File: config.mk
export PLATFORM = sky130hd
export DESIGN_NAME = max_pool_stream_ctrl
export DESIGN_NICKNAME = d
export VERILOG_FILES = /design/src/rtl/pool_pkg.sv /design/src/rtl/pool_raster_cnt.sv /design/src/rtl/max_pool_stream_ctrl.sv
export SDC_FILE = /design/constraint.sdc
export NUM_CORES = 1
export LEC_CHECK = 0
export BUFFER_PORTS_ARGS = -buffer_cell sky130_fd_sc_hd__buf_2
export CORE_ASPECT_RATIO = 0.5
export CORE_MARGIN = 2
export CORE_UTILIZATION = 53
export CTS_CLUSTER_SIZE = 14
export DETAILED_ROUTE_END_ITERATION = 12
export GPL_ROUTABILITY_DRIVEN = 0
export PLACE_DENSITY = 0.77
export SETUP_SLACK_MARGIN = 0.15
export SLEW_MARGIN = 20
export SYNTH_ARGS = -nofsm -noshare
export SYNTH_HDL_FRONTEND = slang
export SYNTH_SLANG_ARGS = --single-unit
File: constraint.sdc
create_clock -name clk -period 3 [get_ports clk]
set_clock_uncertainty 0.05 [all_clocks]
set_input_delay 0.15 -clock clk [delete_from_list [all_inputs] [get_ports clk]]
set_output_delay 0.15 -clock clk [all_outputs]
set_load 0.05 [all_outputs]
File: src/rtl/pool_pkg.sv
// Shared types and width helpers for the max-pool streaming controller.
package pool_pkg;

    typedef enum logic {
        POOL_FWD = 1'b0,
        POOL_BWD = 1'b1
    } pool_mode_e;

    typedef enum logic [1:0] {
        S_IDLE = 2'd0,
        S_FWD  = 2'd1,
        S_BWD  = 2'd2
    } state_e;

    localparam int DEF_STRIDE = 2;
    localparam int IDX_W      = $clog2(DEF_STRIDE * DEF_STRIDE);

    // Counter/index width that never collapses to zero bits for degenerate sizes.
    function automatic int cnt_width(input int n);
        return (n <= 1) ? 1 : $clog2(n);
    endfunction

endpackage

File: src/rtl/pool_raster_cnt.sv
// Raster-order row/column walker over an IN_H x IN_W map, shared by the forward and backward passes.
module pool_raster_cnt
    import pool_pkg::*;
#(
    parameter int IN_W = 4,
    parameter int IN_H = 4,
    parameter int RW   = cnt_width(IN_H),
    parameter int CW   = cnt_width(IN_W)
) (
    input  logic          clk_i,
    input  logic          rst_n_i,
    input  logic          clr_i,
    input  logic          adv_i,
    output logic [RW-1:0] r_o,
    output logic [RW-1:0] r_nxt_o,
    output logic [CW-1:0] c_o,
    output logic [CW-1:0] c_nxt_o,
    output logic          last_col_o,
    output logic          last_row_o,
    output logic          last_o
);

    logic [RW-1:0] r_q;
    logic [CW-1:0] c_q;
    logic [RW-1:0] r_d;
    logic [CW-1:0] c_d;

    // Wrap-around successor position, also exported so callers can look one step ahead.
    always_comb begin
        last_col_o = (c_q == CW'(IN_W - 1));
        last_row_o = (r_q == RW'(IN_H - 1));
        last_o     = last_col_o && last_row_o;
        if (last_col_o) begin
            c_d = '0;
            r_d = last_row_o ? '0 : (r_q + RW'(1));
        end else begin
            c_d = c_q + CW'(1);
            r_d = r_q;
        end
    end

    // Position register.
    always_ff @(posedge clk_i) begin
        if (!rst_n_i) begin
            r_q <= '0;
            c_q <= '0;
        end else if (clr_i) begin
            r_q <= '0;
            c_q <= '0;
        end else if (adv_i) begin
            r_q <= r_d;
            c_q <= c_d;
        end else begin
            r_q <= r_q;
            c_q <= c_q;
        end
    end

    assign r_o     = r_q;
    assign c_o     = c_q;
    assign r_nxt_o = r_d;
    assign c_nxt_o = c_d;

endmodule

File: src/rtl/max_pool_stream_ctrl.sv
// Streaming 2D max-pool sequencer: forward pooling with argmax capture, backward gradient routing.
module max_pool_stream_ctrl
    import pool_pkg::*;
#(
    parameter int WIDTH  = 16,
    parameter int STRIDE = 2,
    parameter int IN_W   = 4,
    parameter int IN_H   = 4
) (
    input  logic                    clk,
    input  logic                    rst_n,
    input  logic                    start,
    input  logic                    mode,
    output logic                    busy,
    output logic                    done,
    input  logic                    in_valid,
    output logic                    in_ready,
    input  logic signed [WIDTH-1:0] in_data,
    output logic                    out_valid,
    input  logic                    out_ready,
    output logic signed [WIDTH-1:0] out_data,
    input  logic                    gin_valid,
    output logic                    gin_ready,
    input  logic signed [WIDTH-1:0] gin_data,
    output logic                    gout_valid,
    input  logic                    gout_ready,
    output logic signed [WIDTH-1:0] gout_data
);

    localparam int OUT_W = IN_W / STRIDE;
    localparam int OUT_H = IN_H / STRIDE;
    localparam int KN    = STRIDE * STRIDE;
    localparam int IDXW  = cnt_width(KN);
    localparam int RW    = cnt_width(IN_H);
    localparam int CW    = cnt_width(IN_W);
    localparam int OWW   = cnt_width(OUT_W);
    localparam int OHW   = cnt_width(OUT_H);

    generate
        if ((IN_W % STRIDE) != 0) begin : g_bad_w
            $error("IN_W must be a multiple of STRIDE");
        end
        if ((IN_H % STRIDE) != 0) begin : g_bad_h
            $error("IN_H must be a multiple of STRIDE");
        end
    endgenerate

    state_e state_q, state_d;

    logic [RW-1:0]   r_s, r_nxt_s;
    logic [CW-1:0]   c_s, c_nxt_s;
    logic            last_col_s, last_row_s, last_s;
    logic            cnt_clr_s, cnt_adv_s;

    logic signed [WIDTH-1:0] pbuf_q [OUT_W];
    logic [IDXW-1:0]         pidx_q [OUT_W];
    logic [IDXW-1:0]         idx_mem_q [OUT_H][OUT_W];
    logic signed [WIDTH-1:0] gbuf_q [OUT_W];
    logic [OWW-1:0]          gcnt_q;
    logic                    gload_q;
    logic                    out_valid_q, out_last_q, gout_valid_q, done_q;
    logic signed [WIDTH-1:0] out_data_q, gout_data_q;

    logic            busy_s, in_ready_s, gin_ready_s;
    logic            fwd_acc_s, out_acc_s, gin_acc_s, gout_acc_s;
    logic [OHW-1:0]  wr_s, swr_s;
    logic [OWW-1:0]  wc_s, swc_s;
    logic [IDXW-1:0] k_s, sk_s, max_idx_s;
    logic [RW-1:0]   sel_r_s;
    logic [CW-1:0]   sel_c_s;
    logic            win_last_s, load_done_s, band_end_s;
    logic signed [WIDTH-1:0] max_s, gsrc_s, groute_s;

    pool_raster_cnt #(
        .IN_W (IN_W),
        .IN_H (IN_H),
        .RW   (RW),
        .CW   (CW)
    ) u_cnt (
        .clk_i      (clk),
        .rst_n_i    (rst_n),
        .clr_i      (cnt_clr_s),
        .adv_i      (cnt_adv_s),
        .r_o        (r_s),
        .r_nxt_o    (r_nxt_s),
        .c_o        (c_s),
        .c_nxt_o    (c_nxt_s),
        .last_col_o (last_col_s),
        .last_row_o (last_row_s),
        .last_o     (last_s)
    );

    // State register.
    always_ff @(posedge clk) begin
        if (!rst_n) begin
            state_q <= S_IDLE;
        end else begin
            state_q <= state_d;
        end
    end

    // Next-state logic: a pass ends on the handshake of its final output word.
    always_comb begin
        state_d = state_q;
        case (state_q)
            S_IDLE: begin
                if (start) begin
                    state_d = (pool_mode_e'(mode) == POOL_BWD) ? S_BWD : S_FWD;
                end else begin
                    state_d = S_IDLE;
                end
            end
            S_FWD: begin
                if (out_acc_s && out_last_q) begin
                    state_d = S_IDLE;
                end else begin
                    state_d = S_FWD;
                end
            end
            S_BWD: begin
                if (gout_acc_s && band_end_s && last_row_s) begin
                    state_d = S_IDLE;
                end else begin
                    state_d = S_BWD;
                end
            end
            default: state_d = S_IDLE;
        endcase
    end

    // Output decode; a pending pooled word blocks further pixels.
    always_comb begin
        busy_s      = (state_q != S_IDLE);
        in_ready_s  = (state_q == S_FWD) && !(out_valid_q && !out_ready);
        gin_ready_s = (state_q == S_BWD) && gload_q;
    end

    // Window decode, running max, and backward routing of the word to present next.
    always_comb begin
        fwd_acc_s   = in_valid && in_ready_s;
        out_acc_s   = out_valid_q && out_ready;
        gin_acc_s   = gin_valid && gin_ready_s;
        gout_acc_s  = gout_valid_q && gout_ready;
        cnt_clr_s   = (state_q == S_IDLE);
        cnt_adv_s   = fwd_acc_s || gout_acc_s;

        wr_s        = OHW'(int'(r_s) / STRIDE);
        wc_s        = OWW'(int'(c_s) / STRIDE);
        k_s         = IDXW'((int'(r_s) % STRIDE) * STRIDE + (int'(c_s) % STRIDE));
        win_last_s  = (k_s == IDXW'(KN - 1));

        if (k_s == '0) begin
            max_s     = in_data;
            max_idx_s = '0;
        end else if (in_data > pbuf_q[wc_s]) begin
            max_s     = in_data;
            max_idx_s = k_s;
        end else begin
            max_s     = pbuf_q[wc_s];
            max_idx_s = pidx_q[wc_s];
        end

        load_done_s = gin_acc_s && (gcnt_q == OWW'(OUT_W - 1));
        band_end_s  = last_col_s && ((int'(r_s) % STRIDE) == (STRIDE - 1));

        sel_r_s     = gout_acc_s ? r_nxt_s : r_s;
        sel_c_s     = gout_acc_s ? c_nxt_s : c_s;
        swr_s       = OHW'(int'(sel_r_s) / STRIDE);
        swc_s       = OWW'(int'(sel_c_s) / STRIDE);
        sk_s        = IDXW'((int'(sel_r_s) % STRIDE) * STRIDE + (int'(sel_c_s) % STRIDE));
        // The first word of a band may need the gradient being written this very cycle.
        if (load_done_s && (swc_s == gcnt_q)) begin
            gsrc_s = gin_data;
        end else begin
            gsrc_s = gbuf_q[swc_s];
        end
        groute_s    = (idx_mem_q[swr_s][swc_s] == sk_s) ? gsrc_s : '0;
    end

    // Datapath registers for both directions.
    always_ff @(posedge clk) begin
        if (!rst_n) begin
            for (int i = 0; i < OUT_W; i++) begin
                pbuf_q[i] <= '0;
                pidx_q[i] <= '0;
                gbuf_q[i] <= '0;
            end
            for (int i = 0; i < OUT_H; i++) begin
                for (int j = 0; j < OUT_W; j++) begin
                    idx_mem_q[i][j] <= '0;
                end
            end
            gcnt_q       <= '0;
            gload_q      <= 1'b0;
            out_valid_q  <= 1'b0;
            out_last_q   <= 1'b0;
            out_data_q   <= '0;
            gout_valid_q <= 1'b0;
            gout_data_q  <= '0;
            done_q       <= 1'b0;
        end else begin
            done_q <= 1'b0;

            if (out_acc_s) begin
                out_valid_q <= 1'b0;
                if (out_last_q && (state_q == S_FWD)) begin
                    done_q <= 1'b1;
                end
            end
            if (fwd_acc_s) begin
                pbuf_q[wc_s] <= max_s;
                pidx_q[wc_s] <= max_idx_s;
                if (win_last_s) begin
                    idx_mem_q[wr_s][wc_s] <= max_idx_s;
                    out_data_q            <= max_s;
                    out_valid_q           <= 1'b1;
                    out_last_q            <= last_s;
                end
            end

            if ((state_q == S_IDLE) && start && (pool_mode_e'(mode) == POOL_BWD)) begin
                gload_q <= 1'b1;
                gcnt_q  <= '0;
            end else if (gin_acc_s) begin
                gbuf_q[gcnt_q] <= gin_data;
                if (load_done_s) begin
                    gload_q      <= 1'b0;
                    gcnt_q       <= '0;
                    gout_valid_q <= 1'b1;
                    gout_data_q  <= groute_s;
                end else begin
                    gcnt_q <= gcnt_q + OWW'(1);
                end
            end else if (gout_acc_s) begin
                if (band_end_s && last_row_s) begin
                    gout_valid_q <= 1'b0;
                    done_q       <= 1'b1;
                end else if (band_end_s) begin
                    gout_valid_q <= 1'b0;
                    gload_q      <= 1'b1;
                end else begin
                    gout_data_q  <= groute_s;
                end
            end
        end
    end

    assign busy       = busy_s;
    assign done       = done_q;
    assign in_ready   = in_ready_s;
    assign out_valid  = out_valid_q;
    assign out_data   = out_data_q;
    assign gin_ready  = gin_ready_s;
    assign gout_valid = gout_valid_q;
    assign gout_data  = gout_data_q;

endmodule

# --- Word-level counts from Yosys, hierarchy flattened ---
# Memories as Yosys holds them, arrays and structs flattened. A register that Yosys moved wholly into a read port is not among the register bits.
# Cells that the tools add are included.
word_totals:
  ram_bits: 76
  word_cells: 154
  register_bits: 44
  mem_count: 4
  output_inout_bits: 38
mem_list:
  columns: ["name", "words", "word_bits", "rd", "rd_clocked_by_memory_dff", "write_ports", "line", "source"]
  rows:
  - ["gbuf_q", 2, 16, 1, 0, 2, "max_pool_stream_ctrl.sv:58", "logic signed [WIDTH-1:0] gbuf_q [OUT_W];"]
  - ["pbuf_q", 2, 16, 1, 1, 2, "max_pool_stream_ctrl.sv:55", "logic signed [WIDTH-1:0] pbuf_q [OUT_W];"]
  - ["idx_mem_q", 2, 4, 1, 0, 2, "max_pool_stream_ctrl.sv:57", "logic [IDXW-1:0] idx_mem_q [OUT_H][OUT_W];"]
  - ["pidx_q", 2, 2, 1, 1, 2, "max_pool_stream_ctrl.sv:56", "logic [IDXW-1:0] pidx_q [OUT_W];"]
op_classes:
  n_addsub: 5
  bitwise: 4
  n_eq_ne: 12
  magnitude_cmp: 4
  reduce_logical: 39
  muxes: 75
ops:
  columns: ["operator", "count"]
  rows:
  - ["16-bit 2-to-1 mux", 11]
  - ["1-bit 2-to-1 mux", 44]
  - ["16-bit OR reduction", 2]
  - ["2-bit 2-to-1 mux", 15]
  - ["1-bit logical AND", 19]
  - ["16-bit > comparator", 1]
  - ["4-bit 2-to-1 mux", 3]
  - ["3-bit nonzero test", 3]
  - ["2-bit equality test (second input constant)", 4]
  - ["4-bit AND reduction", 2]
  - ["2-bit case mux with 3 select lines", 1]
  - ["2-bit OR reduction", 3]
  - ["5-bit AND reduction", 1]
  - ["2-bit by 1-bit adder with 2-bit output", 2]
  - ["2-bit by 1-bit adder with 2-bit output (second input constant)", 2]
  - ["2-bit greater-or-equal comparator (second input constant)", 2]
  - ["2-bit zero test", 2]
  - ["2-bit != test (second input constant)", 2]
  - ["1-bit inverter with 2-bit output", 2]
  - ["2-bit nonzero test", 2]
  - ["4-bit OR reduction", 1]
  - ["3-bit by 1-bit != test with 1-bit output (second input constant)", 1]
  - ["3-bit != test (second input constant)", 1]
  - ["2-bit demux with 1-bit select", 1]
  - ["other kinds (10)", 12]

# --- Depth between registers and ports, before layout ---
# Gate-level depths: netlist (run 1).
# An unclocked memory read counts as a cell.
depth:
  ltp_word: 14
  depth_mapped: 10

# --- Hierarchy ---
# Synthesis (run 1) repeated with hierarchy kept, for this count alone.
hier_totals:
  hier_cells: 539
  area_unflattened_um2: 6092.1
by_module_without_submodules:
  columns: ["module", "n_inst", "area_each_um2", "cells_each"]
  rows:
  - ["max_pool_stream_ctrl", 1, 5854.4, 515]
  - ["pool_raster_cnt", 1, 237.7, 24]

# --- Least setup slack after synthesis (run 1) ---
# Ideal clock, no wire load.
synth_timing:
  path_kind: "register -> register"
  from: "register with a tool-made name"
  to: "memory pidx_q[0][1] in the netlist's numbering, data pin"
  t_required_ns: 2.677
  stages_incl_launch_ff: 10
  t_arrival_ns: 2.829
  setup_slack_ns: -0.152
  synth_period_minus_slack_ns: 3.152
  n_path_buf: 1
  setup_time_ns: 0.273
  cell_sequence: "dfxtp_1 -> clkbuf_1 -> mux2i_1 -> ha_1 -> nand4_1 -> nor3_1 -> a2111o_1 -> o31a_1 -> a221oi_2 -> nor3_1"
synth_rtl:
  columns: ["item", "line"]
  rows:
  - ["end, declared", "max_pool_stream_ctrl.sv:56"]

==> key figures, run 1 <==
GRT
  • First-pass GRT wire length: 27400 um
  • Initial antenna violation count: 0
  • Vias in the first global route: ~5300
  • Total Routing Usage GR: roughly 29%
  • Remaining global-route overflow: 0
  • Largest net degree at the start of global routing: 24

Flow run
  • Max Cap Viol: 0

CTS
  • Clock sink count: around 120
  • CTS Buf Count: 17
  • CTS H-Tree Depth: 4
  • CTS root buffer: clkbuf_16
  • CTS max path bufs: 2
  • Worst-Skew Late Latency: roughly 430 ps
  • Reg clk slew, reported paths: approximately 60 ps
  • CTS tree: built

Logic synthesis
  • Async set-reset flop share out of synthesis: 0%
  • Syn Area/Cell: roughly 10 um2
  • Mapped Cells: 599
  • Sequential share of the synthesized area: 51.9%
  • XOR/XNOR share of the synthesized area: less than 1%
  • Post-Synth Adder-Cell Area: 3.67%
  • Combinational family with the most area after synthesis: simple AND/OR/NAND/NOR gates
  • Post-Syn Nets: between 600 and 700
  • Compound-Gate Fraction of Synth Area: between 10% and 20%
  • Post-synth EDFFs: 76
  • Synthesized area: just over 6000 um2
  • Synth Area in Simple Gates: roughly a fifth
  • Ys Warns: 0
  • Yosys reg bits: between 100 and 150
  • Netlist cell types: 54
  • Mux contribution to synthesized area: 4.69%
  • Dominant synthesized flop cell: edfxtp_1

Setup path
  • CP required: around 3200 ps
  • Critical path endpoint category: flop
  • Type of origin of the critical path: flop
  • CP arrival: 3370 ps
  • Kind of critical path: reg2reg
  • CP Max Fanout: 8

STA
  • Total negative slack: -5220 ps
  • Minimum clock period: 3180 ps
  • Fmax: approximately 0.31 GHz
  • Finish-stage setup viols: 58
  • Slew @ Worst Pin: between 800 and 900 ps
  • Unrepaired setup endpoints after global routing: true
  • Tcrit/Tclk final: 106%
  • Slew HR: around 46%
  • Hold Vio Cnt, Final: 0
  • Pins Over Slew Limit: 0
  • Final worst setup slack: -182 ps

Detailed routing
  • Routed Antenna Nets: 0
  • Vias: 5522
  • Final wirelength: ~18000 um
  • DRC violation total after the first TritonRoute iteration: ~510
  • DR DRC count: 0
  • DRT Pass-1 Iters: 5
  • Via/cell ratio: 6.28
  • Avg WL per Cell: roughly 20 um

Die
  • # rows: 27
  • Core area: about 11000 um2
  • Die H: 80.1 um
  • Die ar.: 12500 um2
  • IO Pins: 78
  • Starting density of the core: around 55%
  • DIE WIDTH: around 160 um

Placed design
  • Post-DP Area: 6890 um2
  • PortBufs: a little under 80
  • Final HPWL DP: around 9600 um

Finish
  • Area Growth Syn to Fin: 37.5%
  • Final non-filler cell area: ~8400 um2
  • Share of layout cells above drive strength 1: 35.4%
  • Ant. Diodes: 0
  • Nets: 780

Power
  • Leak Pwr: 3.27 nW
  • VDD IR-drop max: 0.364 mV
  • Power per cell area: 532 nW/um2

Outcome
  • Status: complete, but fails checks
  • Failing checks: negative setup slack

Min path
  • Worst hold path class: in2reg
==> cell families (layout without fill, tap and decap cells) <==
family / after synthesis / after routing
AO/OA/AOI/OAI: 155 / 155
XOR/XNOR: 4 / 4
adder cells (fa/ha/maj): 18 / 18
buffers and inverters: 48 / 184
flip-flops: 121 / 121
multiplexers: 27 / 27
AND/OR/NAND/NOR: 226 / 226
==> what timing repair did <==
action,CTS,global route
resized for setup,78,33
cloned,3,0
endpoints found under the setup margin,60,76
hold buffers,17,0
endpoints found under the hold margin,23,0
setup buffers,8,6
pin swaps,9,17
==> routing by layer <==
metal  up-vias  wire length, um  global-route usage (%)
li1       2508                -                       -
met1      2636             7280                    35.3
met2       332             8670                    49.2
met3        46             1520                    6.26
met4         0              406                    12.0
met5         -                0                       0
==> report_power, final <==
part | total (mW) | internal (mW) | switching (mW)
Clock | 2.22 | 1.45 | 0.775
Combinational | 0.430 | 0.173 | 0.257
Sequential | 1.83 | 1.81 | 0.0229
Total | 4.48 | 3.43 | 1.06
==> area by class of cell <==
cell class	count	area, um2
Fill cell	708	2710
Inverter	3	11.3
Sequential cell	121	3190
Clock inverter	10	135
Tap cell	145	181
Clock buffer	22	507
Multi-Input combinational cell	430	3350
Timing Repair Buffer	149	1060
==> sequential cells by signal, summed over array words and instances, names as in the netlist, named ones only <==
| signal | count |
|---|---|
| gbuf_q | 32 |
| pbuf_q | 32 |
| gout_data | 16 |
| out_data | 16 |
| idx_mem_q | 8 |
| pidx_q | 4 |
| state_q | 2 |
| u_cnt.c_o | 2 |
| u_cnt.r_o | 2 |
| done | 1 |
| gcnt_q | 1 |
| gload_q | 1 |
| gout_valid | 1 |
| out_last_q | 1 |
| out_valid | 1 |
==> synth_stat cells (all sizes together), types with 2 or more instances <==
library cell	n	area, um2
o31a	2	17.5
edfxtp	76	2280
a21boi	6	48.8
o21ai	20	100
mux2i	26	277
a21oi	76	380
nand2	52	195
nor3b	4	30.0
and2	33	206
or2	2	12.5
clkbuf	37	139
nor2b	5	31.3
nor4	4	25.0
nor3	40	200
a21o	2	15.0
ha	18	225
buf	8	37.5
inv	3	11.3
nor2	19	71.3
a211oi	2	15.0
and3	18	113
or3	15	93.8
nand2b	4	25.0
a31oi	16	100
o41ai	17	224
nand3	24	125
a221oi	2	30.0
nand4	3	18.8
xnor2	4	35.0
dfxtp	45	901
==> critical path: stages, from the launching register on <==
cell and delay (ps):
dfxtp_4 390, buf_12 160, mux2i_4 300, ha_4 240
nand4_1 200, nor2_1 90, a2111o_1 490, o311ai_4 470
buf_6 240, a21oi_2 100, nor3_1 260
==> worst paths after layout <==
path                                    from           end  slack, ps  cells past startpoint
worst max-delay path                    flop  pbuf_q[1][1]       -180                     10
worst min-delay path             gin_data[7]  gbuf_q[0][7]          2                      2
worst max register to register          flop  pbuf_q[1][1]       -180                     10
worst min register to register  gout_data[2]  gout_data[2]        400                      2
==> through the flow <==
stage                     worst slack [ps]  instances  util [%]  hold slack, ps  power [mW]
final                                 -182        880      75.7            1.91        4.48
after global routing                  -227        880      75.7            9.34        4.59
after CTS                             42.4        874      73.7           0.988        4.42
after detailed placement             -80.2        814      61.8             388        2.15
after global placement                42.1        814      61.8             374        2.14
after floorplan                        154        599         -             277        2.04
==> layout by cell type (no fill, tap or decap), types with 17 or more instances in the layout <==
cell type       n
a21oi_1        63
nand2_1        51
buf_4          40
and2_1         33
nand3_1        23
dlygate4sd3_1  17
nor3_2         23
buf_2          77
nor3_1         17
dfxtp_1        44
clkbuf_16      19
edfxtp_1       76
No activity file was read; power rests on OpenSTA's default activity.
==> inputs of run 2 (changes only) <==
Settings changed: ABC_AREA set to 1.
==> run 2 against run 1 <==
Net effect: critical path depth grew 3; setup slack gained 470 ps; sequential share of layout area grew 5.2 points; die area grew 1.4%; clock-buffer cell count shrank 1; non-clock buffer count shrank 54; the run now ends clean; via count shrank 5.8%; clock power shrank 9.0%.
==> key figures, run 2 <==
Outcome
  • Status: finished, final reports clean (was complete, but fails checks)

Die
  • Starting density of the core: 55.5% (was 55.0%)
  • # rows: 27 (unchanged)
  • IO Pins: 78 (unchanged)
  • Die ar.: 12700 um2 (was 12500 um2)
  • Core area: 11200 um2 (was 11100 um2)
  • Die H: 80.6 um (was 80.1 um)
  • DIE WIDTH: 157 um (was 156 um)

GRT
  • First-pass GRT wire length: 22900 um (was 27400 um)
  • Initial antenna violation count: 0 (unchanged)
  • Total Routing Usage GR: 23.8% (was 28.6%)
  • Remaining global-route overflow: 0 (unchanged)
  • Vias in the first global route: 4960 (was 5342)
  • Largest net degree at the start of global routing: 34 (was 24)

Finish
  • Ant. Diodes: 0 (unchanged)
  • Most common cell after layout, fill and taps aside: nor2_1 (was buf_2)
  • Layout fillers: 922 (was 708)
  • Nets: 887 (was 780)
  • Most frequent cells in the layout: nor2_1 (145), nand2_1 (144), inv_1 (83), buf_2 (77), edfxtp_1 (76) (was buf_2 (77), edfxtp_1 (76), a21oi_1 (63), nand2_1 (51), dfxtp_1 (44))
  • Share of layout cells above drive strength 1: 20.2% (was 35.4%)
  • Area Growth Syn to Fin: 18.9% (was 37.5%)
  • Top flop regs: gbuf_q x32, pbuf_q x32 (unchanged)

Setup path
  • CP required: 3100 ps (was 3190 ps)
  • Critical path endpoint category: flop (unchanged)
  • RR Endpoint: pbuf_q[0][1] (was pbuf_q[1][1])
  • Type of origin of the critical path: flop (unchanged)
  • Worst setup path endpoint: pbuf_q[0][1] (was pbuf_q[1][1])
  • Kind of critical path: reg2reg (unchanged)
  • Worst Reg-to-Reg Cells: 13 (was 10)
  • R2R Setup Slk: 290 ps (was -180 ps)
  • CP arrival: 2820 ps (was 3370 ps)
  • CP Max Fanout: 17 (was 8)

STA
  • Slew HR: 51.1% (was 45.6%)
  • Tcrit/Tclk final: 90.5% (was 106%)
  • Minimum clock period: 2710 ps (was 3180 ps)
  • Pins Over Slew Limit: 0 (unchanged)
  • Hold Vio Cnt, Final: 0 (unchanged)
  • Final worst setup slack: 286 ps (was -182 ps)
  • Hold WS: 10.7 ps (was 1.91 ps)
  • Finish-stage setup viols: 0 (was 58)
  • Fmax: 0.368 GHz (was 0.314 GHz)
  • Total negative slack: 0 ps (was -5220 ps)
  • Unrepaired setup endpoints after global routing: false (was true)
  • Slew @ Worst Pin: 732 ps (was 816 ps)

Logic synthesis
  • Netlist cell types: 38 (was 54)
  • XOR/XNOR share of the synthesized area: 0% (was 0.571%)
  • Syn Area/Cell: 8.34 um2 (was 10.2 um2)
  • Post-synth EDFFs: 76 (unchanged)
  • Mapped Cells: 746 (was 599)
  • Dominant synthesized flop cell: edfxtp_1 (unchanged)
  • Synth cell count leaders: nand2_1 (146), nor2_1 (145), inv_1 (83), edfxtp_1 (76), nand3_1 (51) (was a21oi_1 (76), edfxtp_1 (76), nand2_1 (52), dfxtp_1 (45), nor3_1 (40))
  • Mux contribution to synthesized area: 0.503% (was 4.69%)
  • Combinational family with the most area after synthesis: simple AND/OR/NAND/NOR gates (unchanged)
  • Compound-Gate Fraction of Synth Area: 8.86% (was 17.0%)
  • Post-Synth Adder-Cell Area: 3.62% (was 3.67%)
  • Post-Syn Nets: 804 (was 657)
  • Count leader, synth: nand2_1
  • Yosys top cell area share: 36.7% (was 37.2%)
  • Sequential share of the synthesized area: 51.1% (was 51.9%)
  • Synth area leader: edfxtp_1 (unchanged)
  • Synth Area in Simple Gates: 27.6% (was 19.1%)
  • Synthesized area: 6220 um2 (was 6130 um2)
  • Synth top area cells: edfxtp_1 (37%), dfxtp_1 (14%), nand2_1 (8.8%), nor2_1 (8.7%), inv_1 (5.0%) (was edfxtp_1 (37%), dfxtp_1 (15%), a21oi_1 (6.2%), mux2i_1 (3.9%), ha_1 (3.7%))
  • Async set-reset flop share out of synthesis: 0% (unchanged)
  • Ys Warns: 0 (unchanged)
  • Yosys reg bits: 121 (unchanged)

CTS
  • CTS H-Tree Depth: 4 (unchanged)
  • Worst-Skew Late Latency: 420 ps (was 430 ps)
  • Post-CTS setup buffers: 0 (was 8)
  • Clock sink count: 121 (unchanged)
  • CTS Buf Count: 17 (unchanged)
  • CTS max path bufs: 2 (unchanged)
  • CTS tree: built (unchanged)
  • CTS root buffer: clkbuf_16 (unchanged)
  • Reg clk slew, reported paths: 50 ps (was 60 ps)

Detailed routing
  • Final wirelength: 14300 um (was 17900 um)
  • Avg WL per Cell: 14.3 um (was 20.3 um)
  • Vias: 5204 (was 5522)
  • Via/cell ratio: 5.20 (was 6.28)
  • DR DRC count: 0 (unchanged)
  • DRT Pass-1 Iters: 6 (was 5)
  • DRC violation total after the first TritonRoute iteration: 366 (was 509)
  • Routed Antenna Nets: 0 (unchanged)

Power
  • Power per cell area: 565 nW/um2 (was 532 nW/um2)
  • Leak Pwr: 3.40 nW (was 3.27 nW)
  • VDD IR-drop max: 0.477 mV (was 0.364 mV)

Min path
  • Worst hold path class: in2reg (unchanged)
  • Worst hold path depth: 4 (was 2)

Placed design
  • PortBufs: 77 (unchanged)
  • Dpl ws: 255 ps (was -80.2 ps)
  • Final HPWL DP: 9220 um (was 9630 um)

Flow run
  • Max Cap Viol: 0 (unchanged)
## run 2: changes by cell type in the layout (fill, tap and decap cells not counted), moves of 22 or more
cell     previous run  this run
nand3_1            23        51
nor2_1             16       145
a21oi_1            63        18
inv_1               3        83
nor3_2             23         1
nand2_1            51       144
buf_4              40        14
## run 2: how the worst min path moves through the flow
stage                            start            end  slack (ps)
after floorplan                  start     state_q[0]         260
after global placement            mode     state_q[0]         390
after detailed placement         start     state_q[0]         390
after CTS                    out_ready      out_valid           3
after global routing      gin_data[14]  gbuf_q[0][14]          30
final                        out_ready      out_valid          10
## run 2: logic make-up (layout without fill, tap and decap cells)
group,count (synthesis),count (layout)
AOI/OAI and AO/OA,94,94
adders and majority gates,18,18
buffers and inverters,121,217
DFF,121,121
muxes,3,3
and+or+nand+nor,389,389
## run 2: per-layer routing
layer / wire (um) / part of all wire, % / global-route usage [%]
met5: 0 / 0 / 0
met4: 259 / 1.8 / 8.91
met3: 984 / 6.9 / 5.88
met1: 6280 / 44 / 28.5
met2: 6800 / 47 / 41.8
## run 2: repair_timing
action / 4_1_cts / 5_1_grt
resized for setup: 0 / 11
hold endpoints to repair: 1 / 0
hold buffers: 2 / 0
endpoints found under the setup margin: 0 / 60
## run 2: final cells by class
cell class	count	area [um2]	share of cell area, %
Clock buffer	21	462	6.24
Multi-Input combinational cell	504	2550	34.4
Clock inverter	11	116	1.57
Inverter	90	338	4.56
Timing Repair Buffer	95	556	7.50
Tap cell	159	199	2.69
Sequential cell	121	3180	43.0
## run 2: power breakdown
part	switching (mW)	internal, mW	leakage (nW)	total, mW
Combinational	0.227	0.111	1.96	0.338
Sequential	0.0139	1.81	1.15	1.83
Clock	0.754	1.27	0.287	2.02
## run 2: stage by stage
step	cells	utilization [%]	area, um2	power (mW)
finish	1001	66.0	7400	4.19
global route	1001	66.0	7400	4.33
CTS	1000	65.6	7360	4.19
detailed placement	966	60.3	6760	2.18
global placement	966	60.3	6760	2.17
floorplan	746	-	6220	2.08
## run 2: worst max-delay path: stages, from the launching register on
cell     delay, ps
dfxtp_2        350
buf_12         160
o21ai_0        230
ha_1           300
a21oi_1        160
o21ai_0        100
a21oi_1        180
nand2_1         80
nand2_1        120
nand3_4        150
buf_4          210
nand3_1        100
and2_1         200
nor2_1          70
==> inputs of run 3 (changes only) <==
Settings changed: HOLD_SLACK_MARGIN set to 0.05.
==> run 3 against run 2 <==
Net effect: first-iteration DRC count up 0.27%; via count up 1.7%; die area unchanged; clock power about the same; sequential power about the same.
==> key figures, run 3 (synthesized netlist as in run 2, its figures left out) <==
Outcome
  • Status: finished, final reports clean (unchanged)

Placed design
  • Final HPWL DP: 9220 um (unchanged)
  • Dpl ws: 255 ps (unchanged)
  • PortBufs: 77 (unchanged)

Finish
  • Util after Layout: 68.3% (was 66.0%)
  • Ant. Diodes: 0 (unchanged)
  • Nets: 913 (was 887)
  • Most common cell after layout, fill and taps aside: nor2_1 (unchanged)
  • Most frequent cells in the layout: nor2_1 (145), nand2_1 (144), inv_1 (83), buf_2 (77), edfxtp_1 (76) (unchanged)
  • Area Growth Syn to Fin: 23.1% (was 18.9%)
  • FF+latch area: 3180 um2 (unchanged)
  • Layout fillers: 885 (was 922)
  • Top flop regs: gbuf_q x32, pbuf_q x32 (unchanged)
  • Combined area of the multi-input logic cells: 2550 um2 (unchanged)
  • Share of layout cells above drive strength 1: 19.6% (was 20.2%)

Power
  • Sw frac: 23.8% (about the same)
  • Leak Pwr: 3.51 nW (was 3.40 nW)
  • Clock power frac: 48.0% (was 48.3%)
  • Power per cell area: 550 nW/um2 (was 565 nW/um2)
  • Sequential Power Share: 43.3% (was 43.6%)
  • Logic pwr share: 8.6% (was 8.1%)
  • Int Pwr: 3.21 mW (was 3.19 mW)
  • Psw: 1.00 mW (was 0.995 mW)
  • Total chip power: 4.22 mW (was 4.19 mW)
  • VDD IR-drop max: 0.472 mV (was 0.477 mV)

STA
  • Fmax: 0.373 GHz (was 0.368 GHz)
  • Unrepaired setup endpoints after global routing: false (unchanged)
  • Total negative slack: 0 ps (unchanged)
  • Hold Vio Cnt, Final: 0 (unchanged)
  • Slew @ Worst Pin: 742 ps (was 732 ps)
  • Tcrit/Tclk final: 89.3% (was 90.5%)
  • Slew HR: 50.4% (was 51.1%)
  • Minimum clock period: 2680 ps (was 2710 ps)
  • Pins Over Slew Limit: 0 (unchanged)
  • Final worst setup slack: 321 ps (was 286 ps)
  • Finish-stage setup viols: 0 (unchanged)

Setup path
  • Critical path endpoint category: flop (unchanged)
  • CP arrival: 2780 ps (was 2820 ps)
  • Type of origin of the critical path: flop (unchanged)
  • CP required: 3100 ps (about the same)
  • Kind of critical path: reg2reg (unchanged)
  • Worst Reg-to-Reg Cells: 14 (was 13)
  • CP Max Fanout: 17 (unchanged)

CTS
  • Reg clk slew, reported paths: 50 ps (about the same)
  • CTS Buf Count: 17 (unchanged)
  • CTS max path bufs: 2 (unchanged)
  • Clock sink count: 121 (unchanged)
  • CTS root buffer: clkbuf_16 (unchanged)
  • Post-CTS setup buffers: 0 (unchanged)
  • Worst-Skew Late Latency: 420 ps (about the same)
  • CTS H-Tree Depth: 4 (unchanged)
  • CTS tree: built (unchanged)

Die
  • Starting density of the core: 55.5% (unchanged)
  • IO Pins: 78 (unchanged)
  • Die H: 80.6 um (unchanged)
  • DIE WIDTH: 157 um (unchanged)
  • Die ar.: 12700 um2 (unchanged)
  • Core area: 11200 um2 (unchanged)
  • # rows: 27 (unchanged)

Min path
  • Worst hold path depth: 5 (was 4)
  • Worst hold path class: in2reg (unchanged)

Detailed routing
  • Vias: 5291 (was 5204)
  • Avg WL per Cell: 14.2 um (was 14.3 um)
  • Met3 wire length: 920 um (was 984 um)
  • Via/cell ratio: 5.15 (was 5.20)
  • Met2 wire len: 7040 um (was 6800 um)
  • DRT Pass-1 Iters: 5 (was 6)
  • Metal-1 WL: 6410 um (was 6280 um)
  • DR top layer: met4 (unchanged)
  • DR DRC count: 0 (unchanged)
  • Routed Antenna Nets: 0 (unchanged)
  • Final wirelength: 14600 um (was 14300 um)
  • DRC violation total after the first TritonRoute iteration: 367 (was 366)

GRT
  • Largest net degree at the start of global routing: 34 (unchanged)
  • First-pass GRT wire length: 23500 um (was 22900 um)
  • Initial antenna violation count: 0 (unchanged)
  • Total Routing Usage GR: 24.5% (was 23.8%)
  • Vias in the first global route: 5149 (was 4960)
  • Remaining global-route overflow: 0 (unchanged)

Flow run
  • Max Cap Viol: 0 (unchanged)
[run 3: power by group through the flow]
stage                     Sequential (mW)  Combinational (mW)  Clock (mW)
after floorplan                      1.87               0.215           0
after global placement               1.86               0.314           0
after detailed placement             1.86               0.322           0
after CTS                            1.83               0.355        2.03
after global routing                 1.83               0.404        2.13
final                                1.83               0.365        2.03
[run 3: final cells by class]
type | count | share of cell area [%]
clock buffers | 21 | 6.02
clock inverters | 11 | 1.52
inverters | 90 | 4.41
multi-input cells | 504 | 33.3
flip-flops and latches | 121 | 41.6
well taps | 159 | 2.60
repair buffers | 121 | 10.6
[run 3: stage by stage]
step / instance area, um2 / hold WS [ps] / cells
after CTS: 7620 / 59.2 / 1026
after floorplan: 6220 / 262 / 746
after global routing: 7660 / 77.9 / 1027
final: 7660 / 52.0 / 1027
after detailed placement: 6760 / 392 / 966
after global placement: 6760 / 385 / 966
[run 3: worst paths after layout]
kind                    from      endpoint  slack (ps)
setup / recovery        flop  pidx_q[1][0]         320
hold / removal    in_data[4]   out_data[4]          50
setup reg to reg        flop  pidx_q[1][0]         320
hold reg to reg   gout_valid    gout_valid         450
[run 3: repair_timing]
| action | CTS | global route |
|---|---|---|
| gates resized for setup | 0 | 11 |
| hold endpoints to repair | 38 | 0 |
| hold buffers | 28 | 0 |
| endpoints found under the setup margin | 0 | 60 |
[run 3: critical path, cell delays in order (launching register included)]
cell     delay (ps)
dfxtp_2         350
buf_12          160
o21ai_0         230
ha_1            300
a21oi_1         160
o21ai_0         100
a21oi_1         180
nand2_1          80
nand2_1         110
nand3_4         140
buf_4           210
nand2_1          80
nand2_1          80
nand2_2         130
nor2_1           60
[run 3: routing by layer]
layer | global-route usage [%] | up-vias
met1 | 28.5 | 2420
li1 | - | 2661
met4 | 8.36 | 0
met3 | 7.07 | 22
met2 | 43.6 | 188
met5 | 0 | -
